**config.mk**
```make
export PLATFORM = sky130hd
export DESIGN_NAME = div_seq
export DESIGN_NICKNAME = d
export VERILOG_FILES = /design/src/rtl/div_pkg.sv /design/src/rtl/div_nr_step.sv /design/src/rtl/div_seq.sv
export SDC_FILE = /design/constraint.sdc
export NUM_CORES = 1
export LEC_CHECK = 0
export ABC_AREA = 1
export CORE_MARGIN = 2
export CORE_UTILIZATION = 45
export CTS_BUF_LIST = sky130_fd_sc_hd__clkbuf_2
export DETAILED_ROUTE_END_ITERATION = 10
export GPL_TIMING_DRIVEN = 1
export PLACE_DENSITY_LB_ADDON = 0.12
export SYNTH_ARGS = -nofsm -noshare
export SYNTH_HDL_FRONTEND = slang
export SYNTH_SLANG_ARGS = --single-unit
export TNS_END_PERCENT = 10
```
**constraint.sdc**
```tcl
create_clock -name clk -period 8.5 [get_ports clk]
set_input_delay 2.55 -clock clk [delete_from_list [all_inputs] [get_ports clk]]
set_output_delay 2.55 -clock clk [all_outputs]
set_load 0.01 [all_outputs]
```
**src/rtl/div_pkg.sv**
```systemverilog
// Shared definitions for the sequential non-restoring divider:
// FSM state encoding and default operand width.
package div_pkg;

    localparam int unsigned DIV_WIDTH = 32;

    typedef enum logic [1:0] {
        ST_IDLE = 2'd0,
        ST_CALC = 2'd1,
        ST_FIX  = 2'd2
    } div_state_e;

endpackage

```
**src/rtl/div_nr_step.sv**
```systemverilog
// One non-restoring division step: shift in the next dividend bit, then
// add or subtract the divisor depending on the sign of the partial remainder.
module div_nr_step #(
    parameter int unsigned WIDTH = div_pkg::DIV_WIDTH
) (
    input  logic [WIDTH:0]   pr_i,
    input  logic             bit_i,
    input  logic [WIDTH-1:0] der_i,
    output logic [WIDTH:0]   pr_o,
    output logic             qbit_o
);

    logic [WIDTH:0] shifted;

    always_comb begin
        shifted = {pr_i[WIDTH-1:0], bit_i};
        if (pr_i[WIDTH]) begin
            pr_o = shifted + {1'b0, der_i};
        end else begin
            pr_o = shifted - {1'b0, der_i};
        end
        qbit_o = ~pr_o[WIDTH];
    end

endmodule

```
**src/rtl/div_seq.sv**
```systemverilog
// Sequential 2W/W divider, signed or unsigned, one quotient bit per cycle,
// with divide-by-zero and quotient-overflow detection.
module div_seq
    import div_pkg::*;
#(
    parameter int unsigned WIDTH = DIV_WIDTH
) (
    input  logic               clk,
    input  logic               rst,
    input  logic               start,
    input  logic               sgn,
    input  logic [2*WIDTH-1:0] dnd,
    input  logic [WIDTH-1:0]   der,
    output logic               busy,
    output logic               done,
    output logic [WIDTH-1:0]   quo,
    output logic [WIDTH-1:0]   rem,
    output logic               err,
    output logic               ovf
);

    localparam int unsigned CNT_W = $clog2(WIDTH + 1);

    div_state_e       state_q, state_d;
    logic [CNT_W-1:0] cnt_q, cnt_d;
    logic [WIDTH:0]   pr_q, pr_d;
    logic [WIDTH-1:0] qw_q, qw_d;
    logic [WIDTH-1:0] der_q, der_d;
    logic             sgn_q, sgn_d;
    logic             dneg_q, dneg_d;
    logic             qneg_q, qneg_d;
    logic [WIDTH-1:0] quo_q, quo_d;
    logic [WIDTH-1:0] rem_q, rem_d;
    logic             err_q, err_d;
    logic             ovf_q, ovf_d;

    logic               dnd_neg, der_neg;
    logic [2*WIDTH-1:0] dnd_mag;
    logic [WIDTH-1:0]   der_mag;

    logic [WIDTH:0]   step_pr;
    logic             step_qbit;
    logic [WIDTH-1:0] q_mag, r_mag;
    logic             q_big;

    always_comb begin
        dnd_neg = sgn & dnd[2*WIDTH-1];
        der_neg = sgn & der[WIDTH-1];
        dnd_mag = dnd_neg ? -dnd : dnd;
        der_mag = der_neg ? -der : der;
    end

    div_nr_step #(.WIDTH(WIDTH)) u_step (
        .pr_i   (pr_q),
        .bit_i  (qw_q[WIDTH-1]),
        .der_i  (der_q),
        .pr_o   (step_pr),
        .qbit_o (step_qbit)
    );

    // Remainder correction and sign fix-up are evaluated on the last CALC
    // edge, so the registered results are already valid in the FIX cycle.
    always_comb begin
        q_mag = {qw_q[WIDTH-2:0], step_qbit};
        r_mag = step_pr[WIDTH-1:0] + (step_pr[WIDTH] ? der_q : '0);
        q_big = sgn_q & (qneg_q ? (q_mag[WIDTH-1] & (|q_mag[WIDTH-2:0]))
                                : q_mag[WIDTH-1]);
    end

    always_comb begin
        state_d = state_q;
        cnt_d   = cnt_q;
        pr_d    = pr_q;
        qw_d    = qw_q;
        der_d   = der_q;
        sgn_d   = sgn_q;
        dneg_d  = dneg_q;
        qneg_d  = qneg_q;
        quo_d   = quo_q;
        rem_d   = rem_q;
        err_d   = err_q;
        ovf_d   = ovf_q;

        case (state_q)
            ST_IDLE: begin
                if (start) begin
                    sgn_d  = sgn;
                    dneg_d = dnd_neg;
                    qneg_d = dnd_neg ^ der_neg;
                    der_d  = der_mag;
                    pr_d   = {1'b0, dnd_mag[2*WIDTH-1:WIDTH]};
                    qw_d   = dnd_mag[WIDTH-1:0];
                    cnt_d  = '0;
                    quo_d  = '0;
                    rem_d  = '0;
                    err_d  = 1'b0;
                    ovf_d  = 1'b0;
                    if (der == '0) begin
                        err_d   = 1'b1;
                        state_d = ST_FIX;
                    end else if (dnd_mag[2*WIDTH-1:WIDTH] >= der_mag) begin
                        ovf_d   = 1'b1;
                        state_d = ST_FIX;
                    end else begin
                        state_d = ST_CALC;
                    end
                end
            end
            ST_CALC: begin
                pr_d  = step_pr;
                qw_d  = q_mag;
                cnt_d = cnt_q + 1'b1;
                if (cnt_q == CNT_W'(WIDTH - 1)) begin
                    state_d = ST_FIX;
                    if (q_big) begin
                        ovf_d = 1'b1;
                    end else begin
                        quo_d = qneg_q ? -q_mag : q_mag;
                        rem_d = dneg_q ? -r_mag : r_mag;
                    end
                end
            end
            ST_FIX: begin
                state_d = ST_IDLE;
            end
            default: begin
                state_d = ST_IDLE;
            end
        endcase
    end

    always_ff @(posedge clk or posedge rst) begin
        if (rst) begin
            state_q <= ST_IDLE;
            cnt_q   <= '0;
            pr_q    <= '0;
            qw_q    <= '0;
            der_q   <= '0;
            sgn_q   <= 1'b0;
            dneg_q  <= 1'b0;
            qneg_q  <= 1'b0;
            quo_q   <= '0;
            rem_q   <= '0;
            err_q   <= 1'b0;
            ovf_q   <= 1'b0;
        end else begin
            state_q <= state_d;
            cnt_q   <= cnt_d;
            pr_q    <= pr_d;
            qw_q    <= qw_d;
            der_q   <= der_d;
            sgn_q   <= sgn_d;
            dneg_q  <= dneg_d;
            qneg_q  <= qneg_d;
            quo_q   <= quo_d;
            rem_q   <= rem_d;
            err_q   <= err_d;
            ovf_q   <= ovf_d;
        end
    end

    assign busy = (state_q != ST_IDLE);
    assign done = (state_q == ST_FIX);
    assign quo  = quo_q;
    assign rem  = rem_q;
    assign err  = err_q;
    assign ovf  = ovf_q;

endmodule
```
# Yosys cells after proc, flatten, opt, wreduce, memory -nomap -nowiden

Cells that the tools add are included.

Register bits after elaboration: 174
Bits of input ports: 100

Add/subtract/negate cells: 8
$lt $le $gt $ge: 1
Equality and inequality tests: 7
Multiplexer cells: 32
Bitwise gates (word level): 6
Reductions and logical operators: 10

Operators by type and width:

| operator                                                               | number |
|---|---|
| 32-bit 2-to-1 mux                                                      | 10 |
| 32-bit case mux with 2 select lines                                    | 3 |
| 32-bit negation                                                        | 3 |
| 33-bit 2-to-1 mux                                                      | 2 |
| 33-bit case mux with 2 select lines                                    | 1 |
| 64-bit 2-to-1 mux                                                      | 1 |
| 64-bit negation                                                        | 1 |
| 33-bit by 32-bit adder with 33-bit output                              | 1 |
| 33-bit by 32-bit subtractor with 33-bit output                         | 1 |
| 32-bit adder                                                           | 1 |
| 32-bit greater-or-equal comparator                                     | 1 |
| 32-bit zero test                                                       | 1 |
| 31-bit OR reduction                                                    | 1 |
| 6-bit case mux with 2 select lines                                     | 1 |
| 2-bit 2-to-1 mux                                                       | 4 |
| 2-bit inequality test (second input constant)                          | 4 |
| 4-bit AND reduction                                                    | 2 |
| 1-bit 2-to-1 mux                                                       | 7 |
| 6-bit by 1-bit adder with 6-bit output (second input constant)         | 1 |
| 6-bit by 5-bit equality test with 1-bit output (second input constant) | 1 |
| 6-bit 2-to-1 mux                                                       | 1 |
| 2-bit AND reduction                                                    | 3 |
| 1-bit bitwise AND                                                      | 4 |
| 2-bit case mux with 2 select lines                                     | 1 |
| other kinds (7)                                                        | 8 |

# Logic depth before layout (Yosys ltp)

Gate-level depths: netlist of run 1.

Depth after elaboration: 10
Mapped depth: 47
Depth with buffers taken out: 46

# Hierarchy

A second synthesis of run 1 with hierarchy kept.

Cells, all modules: 2,963
Area total of the unflattened synthesis: 18,177.4 um2

Modules (own cells, without submodules):

| module      | instances | cells an instance | area an instance (um2) | sequential area each (um2) |
|---|---|---|---|---|
| div_seq     | 1         | 2,277             | 14,813.0               | 4,354.2 |
| div_nr_step | 1         | 686               | 3,364.5                | 0.0 |

# Worst setup path after synthesis of run 1

Ideal clock, no wire load.

Path kind: input to register
Start point: input dnd[0]
End point: register state_q[0]
Library setup time: 0.120 ns
Data arrival time: 5.297 ns
Setup slack: 3.083 ns
Stages: 23
Path buffers: 0
Path through: inv_1 > ha_1 > nand3_1 > nor3_2 > nand2_1 > nor2_2 > nand2_2 > inv_1 > nand2_1 > nand2_1 > o21ai_0 > a21oi_1 > nand2_1 > xor2_1 > ha_1 > nand2_1 > nor2_1 > nand2_1 > nor4_1 > nand4_1 > nand4_1 > nor2_1 > a31o_2

Longest elaborated chain between the ends: 7

RTL lines:

| what                               | line           | text |
|---|---|---|
| start, declared                    | div_seq.sv:12  | `input logic [2*WIDTH-1:0] dnd,` |
| 64-bit negation                    | div_seq.sv:49  | `dnd_mag = dnd_neg ? -dnd : dnd;` |
| 64-bit 2-to-1 mux                  | div_seq.sv:49  |  |
| 32-bit greater-or-equal comparator | div_seq.sv:101 | `end else if (dnd_mag[2*WIDTH-1:WIDTH] >= der_mag) begin` |
| 2-bit 2-to-1 mux                   | div_seq.sv:101 |  |
| 2-bit 2-to-1 mux                   | div_seq.sv:98  | `if (der == '0) begin` |
| 2-bit 2-to-1 mux                   | div_seq.sv:86  | `if (start) begin` |
| 2-bit case mux with 2 select lines | div_seq.sv:84  | `case (state_q)` |
| end signal, assigned               | div_seq.sv:147 | `state_q <= state_d;` |
| end, declared                      | div_seq.sv:24  | `div_state_e state_q, state_d;` |

Every way passes these cells. The select of a mux whose other input is x is not followed.
A chain may end at the register's enable or synchronous reset.

# Worst setup path in the final report of run 1

Start point: register der_q[0]
End point: register rem_q[27], in the netlist rem[27]

Longest elaborated chain between the ends: 9
Elaborated cells on any way between the ends: 17
Classes of those cells: add/sub (4); eq/ne (1); mux (7); bitwise (3); reduce/logical (2)

RTL lines:

| what                                                                                                        | line                                 | text |
|---|---|---|
| start, declared                                                                                             | div_seq.sv:28                        | `logic [WIDTH-1:0] der_q, der_d;` |
| start signal, assigned                                                                                      | div_seq.sv:151                       | `der_q <= der_d;` |
| 33-bit by 32-bit subtractor with 33-bit output or 33-bit by 32-bit adder with 33-bit output (tied branches) | div_nr_step.sv:20, div_nr_step.sv:18 |  |
| 33-bit 2-to-1 mux                                                                                           | div_nr_step.sv:17                    | `if (pr_i[WIDTH]) begin` |
| 32-bit 2-to-1 mux or 1-bit NOT (tied branches)                                                              | div_seq.sv:65, div_nr_step.sv:22     |  |
| 32-bit adder or 31-bit OR reduction (tied branches)                                                         | div_seq.sv:65, div_seq.sv:66         |  |
| 32-bit negation or 1-bit bitwise AND (tied branches)                                                        | div_seq.sv:119, div_seq.sv:66        |  |
| 32-bit 2-to-1 mux or 1-bit 2-to-1 mux (tied branches)                                                       | div_seq.sv:119, div_seq.sv:66        |  |
| 32-bit 2-to-1 mux or 1-bit bitwise AND (tied branches)                                                      | div_seq.sv:115, div_seq.sv:66        |  |
| 32-bit 2-to-1 mux or 2-bit inequality test (tied branches)                                                  | -                                    |  |
| 32-bit case mux with 2 select lines or 4-bit AND reduction (tied branches)                                  | -                                    |  |
| end signal, assigned                                                                                        | div_seq.sv:156                       | `rem_q <= rem_d;` |
| end, declared                                                                                               | div_seq.sv:33                        | `logic [WIDTH-1:0] rem_q, rem_d;` |

Parallel ways exist; a longest one is shown, timed or not. The select of a mux whose other input is x is not followed.

==> implementation parameters, run 1 <==
Parameter                              Value

Outcome
  Run status ... finished, final reports clean

Clock network
  CTS H-tree lvls ... 4
  Cell at the root of the clock tree ... sky130_fd_sc_hd__clkbuf_2
  TritonCTS clock tree ... done
  Total clock sinks ... 174
  Hold-fix buffers, CTS ... 0
  Register clock-pin slew on the reported worst setup and hold paths ... 0.25 ns
  Clock Latency Late Sink ... 0.96 ns
  Postcts setup bufs ... 0
  TritonCTS Buffers ... 17
  Maximum buffer depth of the clock tree ... 2
  Number of gates resized after cts ... 0

Setup path
  Logic depth of the worst register-to-register path ... 36
  Reg-to-reg endpoint ... rem[27]$_DFFE_PP0P_
  Critical path peak fanout ... 19
  Class of the most critical setup path ... register to register
  Req. time, crit path ... 9.39 ns
  Worst path top cell family by delay ... simple AND/OR/NAND/NOR gates
  Largest stage delay on the critical path ... 0.48 ns
  Worst path bufs/invs ... 4
  Most repeated library cell on the critical path ... sky130_fd_sc_hd__nand2_1
  Critical Path Sink Type ... register
  Launching element type of the critical path ... register
  Slack of the worst reg-to-reg path ... 1.68 ns
  Worst path slowest cell ... sky130_fd_sc_hd__nand2_1
  Critical path arrival ... 7.71 ns
  Crit Reg-Reg Startpoint ... der_q[0]$_DFFE_PP0P_

Placement
  Total half-perimeter wirelength after legalization and detailed placement ... 47.95 mm
  Routability congestion estimate ... 0.9947
  Count of input and output buffers ... 167

Yosys
  Leading cell type by number of instances after synthesis ... sky130_fd_sc_hd__nand2_1
  Proportion of synthesized area in mux cells ... 0
  Largest area contributor in the synthesized netlist ... sky130_fd_sc_hd__dfrtp_1
  Cell count after synthesis ... 2,805
  Top cells by area in the synthesized netlist ... sky130_fd_sc_hd__dfrtp_1 25%, sky130_fd_sc_hd__nand2_1 18%, sky130_fd_sc_hd__inv_1 7.9%
  Synthesized-area fraction occupied by and/or/nand/nor cells ... 0.3777
  Portion of synthesized cell area occupied by the leading cell type ... 0.2492
  Adder-cell area share of the yosys netlist ... 0.07677
  Seq cells post-synth ... 174
  Xor and xnor area share after synthesis ... 0.07620
  Area of the mapped netlist ... 17,470 sq um
  Synth Area in Compound Gates ... 0.1212
  Async set-reset flop share out of synthesis ... 1.000
  Total nets after synthesis ... 3,011
  Distinct cell type count after synthesis ... 54
  Combinational family with the most area after synthesis ... simple AND/OR/NAND/NOR gates
  Top flip-flop cell by instance count after synthesis ... sky130_fd_sc_hd__dfrtp_1
  Most numerous cell types in the synthesized netlist ... 860 x sky130_fd_sc_hd__nand2_1, 369 x sky130_fd_sc_hd__inv_1, 318 x sky130_fd_sc_hd__nor2_1, 174 x sky130_fd_sc_hd__dfrtp_1, 174 x sky130_fd_sc_hd__nand3_1
  Syn_area_per_cell ... 6.229 sq um
  Sequential share of the synthesized area ... 0.2492
  Number of synthesized flops with an enable pin ... 0
  Yosys warning count ... 0

Global routing
  Global route total overflow ... 0
  First-pass GRT wire length ... 90.59 mm
  Initial antenna violation count ... 1
  Total routing usage reported by global routing ... 0.2849
  Number of global-route vias before repair ... 16,869
  Maximum number of pins on one net before global-route repair ... 99

STA
  Final total negative setup slack ... 0 ns
  Unrepaired setup endpoints after global routing ... false
  Max-slew headroom ... 0.2751
  Skew final ... 0.06214 ns
  Max-slew violation count ... 0
  Period Utilization, post-route ... 0.8025
  Worst Tran Pin Value ... 1.087 ns
  Number of hold violations in the final report ... 0
  Minimum clock period after layout ... 6.822 ns
  Max Fclk ... 146.6 MHz
  Final number of setup-violating endpoints ... 0

Finish
  Growth of design area from synthesis to finish ... 13.48%
  Fraction of final layout cells with drive strength greater than 1 ... 0.04888
  Area taken by multi-input logic gates ... 11,410 sq um
  Final-layout fill cell count ... 4,097
  Layout Nets ... 3,139
  Area of all sequential standard cells ... 4354 sq um

Detailed routing
  Final ANT Viol Nets ... 0
  DRC violations left ... 0
  Detail-routed via count per cell ... 5.224
  Overall routed net length ... 57.64 mm
  Detailed Routing Iterations Pass 1 ... 8
  DR WL/cell ... 16.63 microns
  Vias after detailed routing ... 18,105
  DRT iter0 DRCs ... 1,304

Worst hold path
  Number of cells on the worst hold path ... 2
  Type of the most critical hold path ... register to register
  Hold path startpoint ... sgn_q$_DFFE_PP0P_
  End point of the worst hold path ... sgn_q$_DFFE_PP0P_

Floorplanning
  Initial core utilization ... 0.4542
  Vertical die dimension ... 201.0 microns
  Num rows ... 72
  Boundary Pins ... 168
  Core ar. ... 38,470 sq um
  Die area ... 40,420 sq um
  Die extent in x ... 201.0 microns

Run
  Max Cap Viol ... 0
-- stage by stage --
stage / setup slack (ns) / cell area, sq um / instances / hold WS (ns) / util
4_1_cts: 1.779 / 19820 / 3464 / 0.5151 / 0.5153
5_1_grt: 1.109 / 19820 / 3465 / 0.5409 / 0.5154
6_report: 1.678 / 19830 / 3466 / 0.5113 / 0.5154
3_3_place_gp: 1.645 / 19610 / 3432 / 0.4559 / 0.5098
3_5_place_dp: 1.558 / 19610 / 3432 / 0.4607 / 0.5098
2_1_floorplan: 1.233 / 17470 / 2805 / 0.4422 / -
-- metal layers --
metal | vias to the layer above | routed length, microns | track usage
met5 | - | 0 | 0
met3 | 70 | 3514 | 0.04513
met4 | 0 | 1509 | 0.09471
met2 | 551 | 24250 | 0.4263
met1 | 8246 | 28360 | 0.4167
li1 | 9238 | - | -
-- final cells by class --
type                    instances  share of cell area
repair buffers                180             0.08923
inverters                     378             0.07188
diodes                          2           0.0002524
well taps                     518             0.03269
multi-input cells            2182              0.5756
flip-flops and latches        174              0.2196
clock buffers                  17            0.004291
clock inverters                15            0.006437
-- cells by family after synthesis --
kind of cell / Yosys count
flops: 174
compound gates: 369
xor+xnor: 152
simple gates: 1555
fa+ha+maj: 106
buf+inv: 449
-- state kept, by name, summed over array words and instances (netlist names), 2 cells and up --
register / count
pr_q: 33
der_q: 32
quo: 32
qw_q: 32
rem: 32
cnt_q: 6
state_q: 2
-- worst max path at each step --
stage	from	to	slack, ns	depth (start not counted)
2_1_floorplan	rst	cnt_q[0]$_DFFE_PP0P_	1.23	1
3_3_place_gp	dnd[0]	state_q[0]$_DFFE_PP0P_	1.64	24
3_5_place_dp	dnd[0]	state_q[0]$_DFFE_PP0P_	1.56	24
4_1_cts	der_q[0]$_DFFE_PP0P_	rem[27]$_DFFE_PP0P_	1.78	36
5_1_grt	der_q[0]$_DFFE_PP0P_	rem[27]$_DFFE_PP0P_	1.11	36
6_report	der_q[0]$_DFFE_PP0P_	rem[27]$_DFFE_PP0P_	1.68	36
-- placed cells by master (no fill, tap or decap), types with 5 or more instances in the layout --
cell type and instances:
sky130_fd_sc_hd__nand2_1 860, sky130_fd_sc_hd__inv_1 368, sky130_fd_sc_hd__nor2_1 315, sky130_fd_sc_hd__nand3_1 174
sky130_fd_sc_hd__dfrtp_1 174, sky130_fd_sc_hd__clkdlybuf4s50_1 167, sky130_fd_sc_hd__o21ai_0 150, sky130_fd_sc_hd__xor2_1 126
sky130_fd_sc_hd__ha_1 104, sky130_fd_sc_hd__a21oi_1 88, sky130_fd_sc_hd__nand4_1 49, sky130_fd_sc_hd__o21ai_1 35
sky130_fd_sc_hd__nor3_1 33, sky130_fd_sc_hd__nand2_2 33, sky130_fd_sc_hd__a22oi_1 29, sky130_fd_sc_hd__xnor2_1 26
sky130_fd_sc_hd__or2_2 20, sky130_fd_sc_hd__nor4_1 17, sky130_fd_sc_hd__clkbuf_2 17, sky130_fd_sc_hd__o211ai_1 16
sky130_fd_sc_hd__buf_4 13, sky130_fd_sc_hd__nand3b_1 12, sky130_fd_sc_hd__nor2_2 11, sky130_fd_sc_hd__o21bai_1 10
sky130_fd_sc_hd__o221ai_1 8, sky130_fd_sc_hd__nand3_2 7, sky130_fd_sc_hd__and2_1 7, sky130_fd_sc_hd__inv_2 6
sky130_fd_sc_hd__inv_6 6, sky130_fd_sc_hd__o31ai_1 5, sky130_fd_sc_hd__clkinv_2 5
-- worst reg2reg max path: cells and delay by family, from the launching register on --
family | cells | cell delay (ns)
AOI/OAI and AO/OA | 3 | 0.84
xor gates and xnor gates | 1 | 0.19
adders and majority gates | 2 | 0.78
buffers and inverters | 4 | 0.65
DFF | 1 | 0.44
and+or+nand+nor | 26 | 3.88
Power of run 1 is left out: the tool's default activity adds up to more than one toggle a clock period on the data nets, which glitch-free logic cannot reach.
==> inputs of run 2 (changes only) <==
- clock period: 8.5 -> 5.6 ns (I/O delays scaled with it)
==> run 2 against run 1 <==
Net effect: wire length up 5.5%; utilization up 10 points; maximum frequency up 24%; global-route usage up 0.71 points; die area unchanged; setup slack worse by 1.6 ns.
==> implementation parameters, run 2 (synthesis results as in run 1) <==
Parameter                              Value

Worst hold path
  End point of the worst hold path ... rem[27]$_DFFE_PP0P_
  Type of the most critical hold path ... register to register
  Number of cells on the worst hold path ... 2
  Hold path startpoint ... rem[27]$_DFFE_PP0P_

Clock network
  TritonCTS clock tree ... done
  TritonCTS Buffers ... 17
  Maximum buffer depth of the clock tree ... 2
  Cell at the root of the clock tree ... sky130_fd_sc_hd__clkbuf_2
  CTS H-tree lvls ... 4
  Total clock sinks ... 174
  Register clock-pin slew on the reported worst setup and hold paths ... 0.26 ns
  Clock Latency Late Sink ... 0.89 ns

Setup path
  Logic depth of the worst register-to-register path ... 39
  Reg-to-reg endpoint ... rem[27]$_DFFE_PP0P_
  Critical path peak fanout ... 8
  Class of the most critical setup path ... register to register
  Largest stage delay on the critical path ... 0.45 ns
  Launching element type of the critical path ... register
  Req. time, crit path ... 6.38 ns
  Worst path slowest cell ... sky130_fd_sc_hd__dfrtp_1
  Crit Reg-Reg Startpoint ... der_q[2]$_DFFE_PP0P_
  Slack of the worst reg-to-reg path ... 0.11 ns
  Critical Path Sink Type ... register
  Most repeated library cell on the critical path ... sky130_fd_sc_hd__inv_2
  Critical path arrival ... 6.27 ns

Global routing
  Initial antenna violation count ... 3
  Total routing usage reported by global routing ... 0.2920
  Global route total overflow ... 0
  Maximum number of pins on one net before global-route repair ... 134
  First-pass GRT wire length ... 94.03 mm
  Number of global-route vias before repair ... 18,336

Placement
  Post-Place Cells ... 3,732
  Count of input and output buffers ... 167
  Total half-perimeter wirelength after legalization and detailed placement ... 50.09 mm
  Post-DP Area ... 21,890 sq um
  Routability congestion estimate ... 0.9399

STA
  Max-slew violation count ... 0
  Number of hold violations in the final report ... 0
  Max Fclk ... 182.1 MHz
  Minimum clock period after layout ... 5.492 ns
  Skew final ... 0.06362 ns
  Unrepaired setup endpoints after global routing ... true
  Worst Tran Pin Value ... 0.8648 ns
  Final total negative setup slack ... 0 ns
  Final number of setup-violating endpoints ... 0
  Max-slew headroom ... 0.4234
  Period Utilization, post-route ... 0.9808

Detailed routing
  Final ANT Viol Nets ... 0
  DRC violations left ... 0
  DR WL/cell ... 15.95 microns
  Overall routed net length ... 60.83 mm
  Detail-routed via count per cell ... 5.149
  DRT iter0 DRCs ... 1,433
  Detailed Routing Iterations Pass 1 ... 8
  Vias after detailed routing ... 19,640

Floorplanning
  Core ar. ... 38,470 sq um
  Boundary Pins ... 168
  Initial core utilization ... 0.4542
  Vertical die dimension ... 201.0 microns
  Num rows ... 72
  Die extent in x ... 201.0 microns
  Die area ... 40,420 sq um

Run
  Max Cap Viol ... 0

Outcome
  Run status ... finished, final reports clean

Finish
  Cell area after layout ... 23,730 sq um
  Growth of design area from synthesis to finish ... 35.84%
  Flip-flop count of the largest register after layout ... 33
  Layout Nets ... 3,487
  Largest Register ... pr_q
  Commonest cells after routing, fill and taps aside ... 754 x sky130_fd_sc_hd__nand2_1, 351 x sky130_fd_sc_hd__inv_1, 348 x sky130_fd_sc_hd__buf_4
  Fraction of final layout cells with drive strength greater than 1 ... 0.2262
  Final Non-Filler Cells ... 3,814
  Most frequent standard cell in the layout excluding fill and tap cells ... sky130_fd_sc_hd__nand2_1
==> run 2: changes by cell type in the layout (fill, tap and decap cells not counted), sizes merged <==
cell and delta:
buf +348, bufinv +1, clkinv -4, clkinvlp +2, inv +1
==> run 2: metal layers <==
metal / vias up / share of wire / track usage
li1: 9932 / - / -
met1: 8997 / 0.47 / 0.4174
met2: 629 / 0.44 / 0.4601
met3: 82 / 0.064 / 0.03799
met4: 0 / 0.028 / 0.08571
met5: - / 0 / 0
==> run 2: worst max path at each step <==
stage | startpoint | end | slack (ns)
after global placement | dnd[0] | state_q[0]$_DFFE_PP0P_ | -0.40
after detailed placement | der_q[1]$_DFFE_PP0P_ | rem[28]$_DFFE_PP0P_ | -0.46
after global routing | der_q[2]$_DFFE_PP0P_ | rem[27]$_DFFE_PP0P_ | -0.26
final | der_q[2]$_DFFE_PP0P_ | rem[27]$_DFFE_PP0P_ | 0.11
after CTS | der_q[2]$_DFFE_PP0P_ | rem[28]$_DFFE_PP0P_ | 0.004
after floorplan | der_q[2]$_DFFE_PP0P_ | rem[28]$_DFFE_PP0P_ | 0.21
==> run 2: cell type report <==
| type | count | area (sq um) |
|---|---|---|
| multi-input cells | 2182 | 12600 |
| inverters | 378 | 1424 |
| clock inverters | 15 | 151.4 |
| repair buffers | 528 | 4464 |
| fillers | 3707 | 14730 |
| clock buffers | 17 | 85.08 |
| flip-flops and latches | 174 | 4354 |
| well taps | 518 | 648.1 |
| diodes | 2 | 5.005 |
==> run 2: worst max-delay path: cells and delay by family (launching register included) <==
family / cells / cell delay (ns)
flops: 1 / 0.45
buf+inv: 7 / 0.56
compound gates: 4 / 0.70
xor+xnor: 1 / 0.16
fa+ha+maj: 3 / 0.86
simple gates: 24 / 2.68
==> run 2: per-stage QoR <==
step / worst slack (ns) / hold slack [ns] / util
6_report: 0.1075 / 0.5184 / 0.6170
5_1_grt: -0.2591 / 0.5544 / 0.6170
4_1_cts: 0.004268 / 0.5217 / 0.5833
3_5_place_dp: -0.4592 / 0.4677 / 0.5691
3_3_place_gp: -0.3974 / 0.4582 / 0.5691
2_1_floorplan: 0.2143 / 0.4422 / -
==> run 2: timing repair <==
item | 4_1_cts | 5_1_grt
pin swaps | 21 | 136
hold buffers | 0 | 0
endpoints found under the setup margin | 24 | 33
gates resized for setup | 47 | 294
setup buffers | 18 | 31
Power of run 2 is left out for the same reason.
==> inputs of run 3 (changes only) <==
- CORE_ASPECT_RATIO: not set -> 1.4
- CORE_UTILIZATION: 45 -> 50
- GPL_TIMING_DRIVEN: 1 -> 0
==> run 3 against run 2 <==
Net effect: the run now ends with setup timing left; clock skew shrank 0.0050 ns; sequential share of layout area grew 2.4 points; cell count shrank 8.0%; wire length increased by 0.11%; flip-flop and latch count stayed put; global-route usage up 3.8 points; clock-buffer cell count rose by 1; utilization down 1.2 points; register-to-register slack got worse by 0.30 ns; hold slack better by 0.0082 ns; largest cell class unchanged; via count is 3.5% lower.
==> implementation parameters, run 3 (synthesis results as in run 1) <==
Parameter                              Value

Global routing
  Number of global-route vias before repair ... 17,873
  Maximum number of pins on one net before global-route repair ... 44
  Peak-usage layer in the global routing report ... met2
  Met3 GRT Util ... 0.03957
  Global route total overflow ... 0
  Met1 usage ... 0.4018
  First-pass GRT wire length ... 94.09 mm
  GR Util met2 ... 0.5868
  Initial antenna violation count ... 2
  Total routing usage reported by global routing ... 0.3302

Detailed routing
  Final ANT Viol Nets ... 0
  Detailed Routing Iterations Pass 1 ... 7
  DR WL/cell ... 17.36 microns
  DRT iter0 DRCs ... 1,246
  Detail-routed via count per cell ... 5.405
  Overall routed net length ... 60.89 mm
  DRC violations left ... 0
  Vias after detailed routing ... 18,956

Clock network
  CTS H-tree lvls ... 4
  Maximum buffer depth of the clock tree ... 2
  Total clock sinks ... 174
  TritonCTS Buffers ... 17
  TritonCTS clock tree ... done
  Cell at the root of the clock tree ... sky130_fd_sc_hd__clkbuf_2
  Hold-fix buffers, CTS ... 0
  Register clock-pin slew on the reported worst setup and hold paths ... 0.31 ns
  Clock Latency Late Sink ... 0.91 ns

Setup path
  Critical path arrival ... 6.65 ns
  Class of the most critical setup path ... register to register
  Most repeated library cell on the critical path ... sky130_fd_sc_hd__nand2_2
  Worst path slowest cell ... sky130_fd_sc_hd__dfrtp_1
  Critical path peak fanout ... 6
  Critical Path Sink Type ... register
  Largest stage delay on the critical path ... 0.47 ns
  Req. time, crit path ... 6.45 ns
  Launching element type of the critical path ... register

STA
  Number of hold violations in the final report ... 0
  Post-route worst setup slack ... -0.1948 ns
  Max-slew violation count ... 0
  Minimum clock period after layout ... 5.795 ns
  Period Utilization, post-route ... 1.035
  Unrepaired setup endpoints after global routing ... true
  Max Fclk ... 172.6 MHz
  Worst Tran Pin Value ... 0.8632 ns
  Max-slew headroom ... 0.4226
  Skew final ... 0.05860 ns
  Final total negative setup slack ... -2.474 ns
  Final number of setup-violating endpoints ... 21

Worst hold path
  Type of the most critical hold path ... register to register

Finish
  Final-layout fill cell count ... 3,458
  Most frequent standard cell in the layout excluding fill and tap cells ... sky130_fd_sc_hd__nand2_1
  Area taken by multi-input logic gates ... 11,930 sq um
  Commonest cells after routing, fill and taps aside ... 821 x sky130_fd_sc_hd__nand2_1, 360 x sky130_fd_sc_hd__inv_1, 296 x sky130_fd_sc_hd__nor2_1
  Final core utilization ... 0.6047
  Cell area after layout ... 20,960 sq um
  Largest Register ... pr_q
  Final Non-Filler Cells ... 3,507
  Fraction of final layout cells with drive strength greater than 1 ... 0.09905
  Area of all sequential standard cells ... 4354 sq um
  Layout Nets ... 3,242
  Growth of design area from synthesis to finish ... 19.96%
  Flip-flop count of the largest register after layout ... 33

Floorplanning
  Boundary Pins ... 168
  Num rows ... 81
  Initial core utilization ... 0.5041
  Die extent in x ... 162.0 microns
  Core ar. ... 34,660 sq um
  Vertical die dimension ... 225.2 microns
  Die area ... 36,480 sq um

Placement
  Post-Place Cells ... 3,432
  Post-DP Area ... 19,800 sq um
  Total half-perimeter wirelength after legalization and detailed placement ... 51.20 mm
  Count of input and output buffers ... 167
  Routability congestion estimate ... 0.9906

Outcome
  Run status ... complete, but fails checks
  Violations in the final reports ... setup timing

Run
  Max Cap Viol ... 0
[run 3: changes by cell type in the layout (fill, tap and decap cells not counted), sizes merged]
cell	previous run	this run
clkinv	6	10
inv	383	379
clkinvlp	3	2
buf	361	65
clkbuf	17	69
[run 3: through the flow]
step | setup WS (ns) | hold slack [ns]
3_5_place_dp | -1.337 | 0.4742
2_1_floorplan | 0.2143 | 0.4422
6_report | -0.1948 | 0.5267
3_3_place_gp | -1.255 | 0.4697
5_1_grt | -0.5626 | 0.5500
4_1_cts | -0.2019 | 0.5295
[run 3: area by class of cell]
cell class	count	area share
inverters	378	0.06812
diodes	2	0.0002388
multi-input cells	2182	0.5694
repair buffers	212	0.09814
well taps	456	0.02722
plain buffers	71	0.01648
clock inverters	14	0.008358
clock buffers	18	0.004298
flip-flops and latches	174	0.2077
[run 3: what timing repair did]
item	4_1_cts	5_1_grt
setup buffers	29	11
pin swaps	37	31
gates resized for setup	78	85
endpoints found under the hold margin	0	0
setup endpoints to repair	37	38
cloned	0	1
[run 3: worst max-delay path, delay by kind of cell, from the launching register on]
family	cells	cell delay [ns]
AO/OA/AOI/OAI	3	0.32
XOR/XNOR	1	0.18
adder cells (fa/ha/maj)	4	1.08
buffers and inverters	6	0.52
flip-flops	1	0.47
AND/OR/NAND/NOR	31	3.17
[run 3: final timing paths]
kind | startpoint | end | slack, ns | cells past startpoint
setup reg to reg | der_q[0]$_DFFE_PP0P_ | rem[31]$_DFFE_PP0P_ | -0.19 | 45
setup / recovery | der_q[0]$_DFFE_PP0P_ | rem[31]$_DFFE_PP0P_ | -0.19 | 45
hold reg to reg | rem[14]$_DFFE_PP0P_ | rem[14]$_DFFE_PP0P_ | 0.53 | 2
max in group asynchronous | rst | der_q[21]$_DFFE_PP0P_ | 3.39 | 5
min in group asynchronous | rst | quo[22]$_DFFE_PP0P_ | 1.05 | 2
hold / removal | rem[14]$_DFFE_PP0P_ | rem[14]$_DFFE_PP0P_ | 0.53 | 2
[run 3: routing by layer]
layer / part of all wire / up-vias
li1: - / 9475
met1: 0.41 / 8757
met2: 0.50 / 610
met3: 0.051 / 114
met4: 0.045 / 0
met5: 0 / -
Power of run 3 is left out for the same reason.
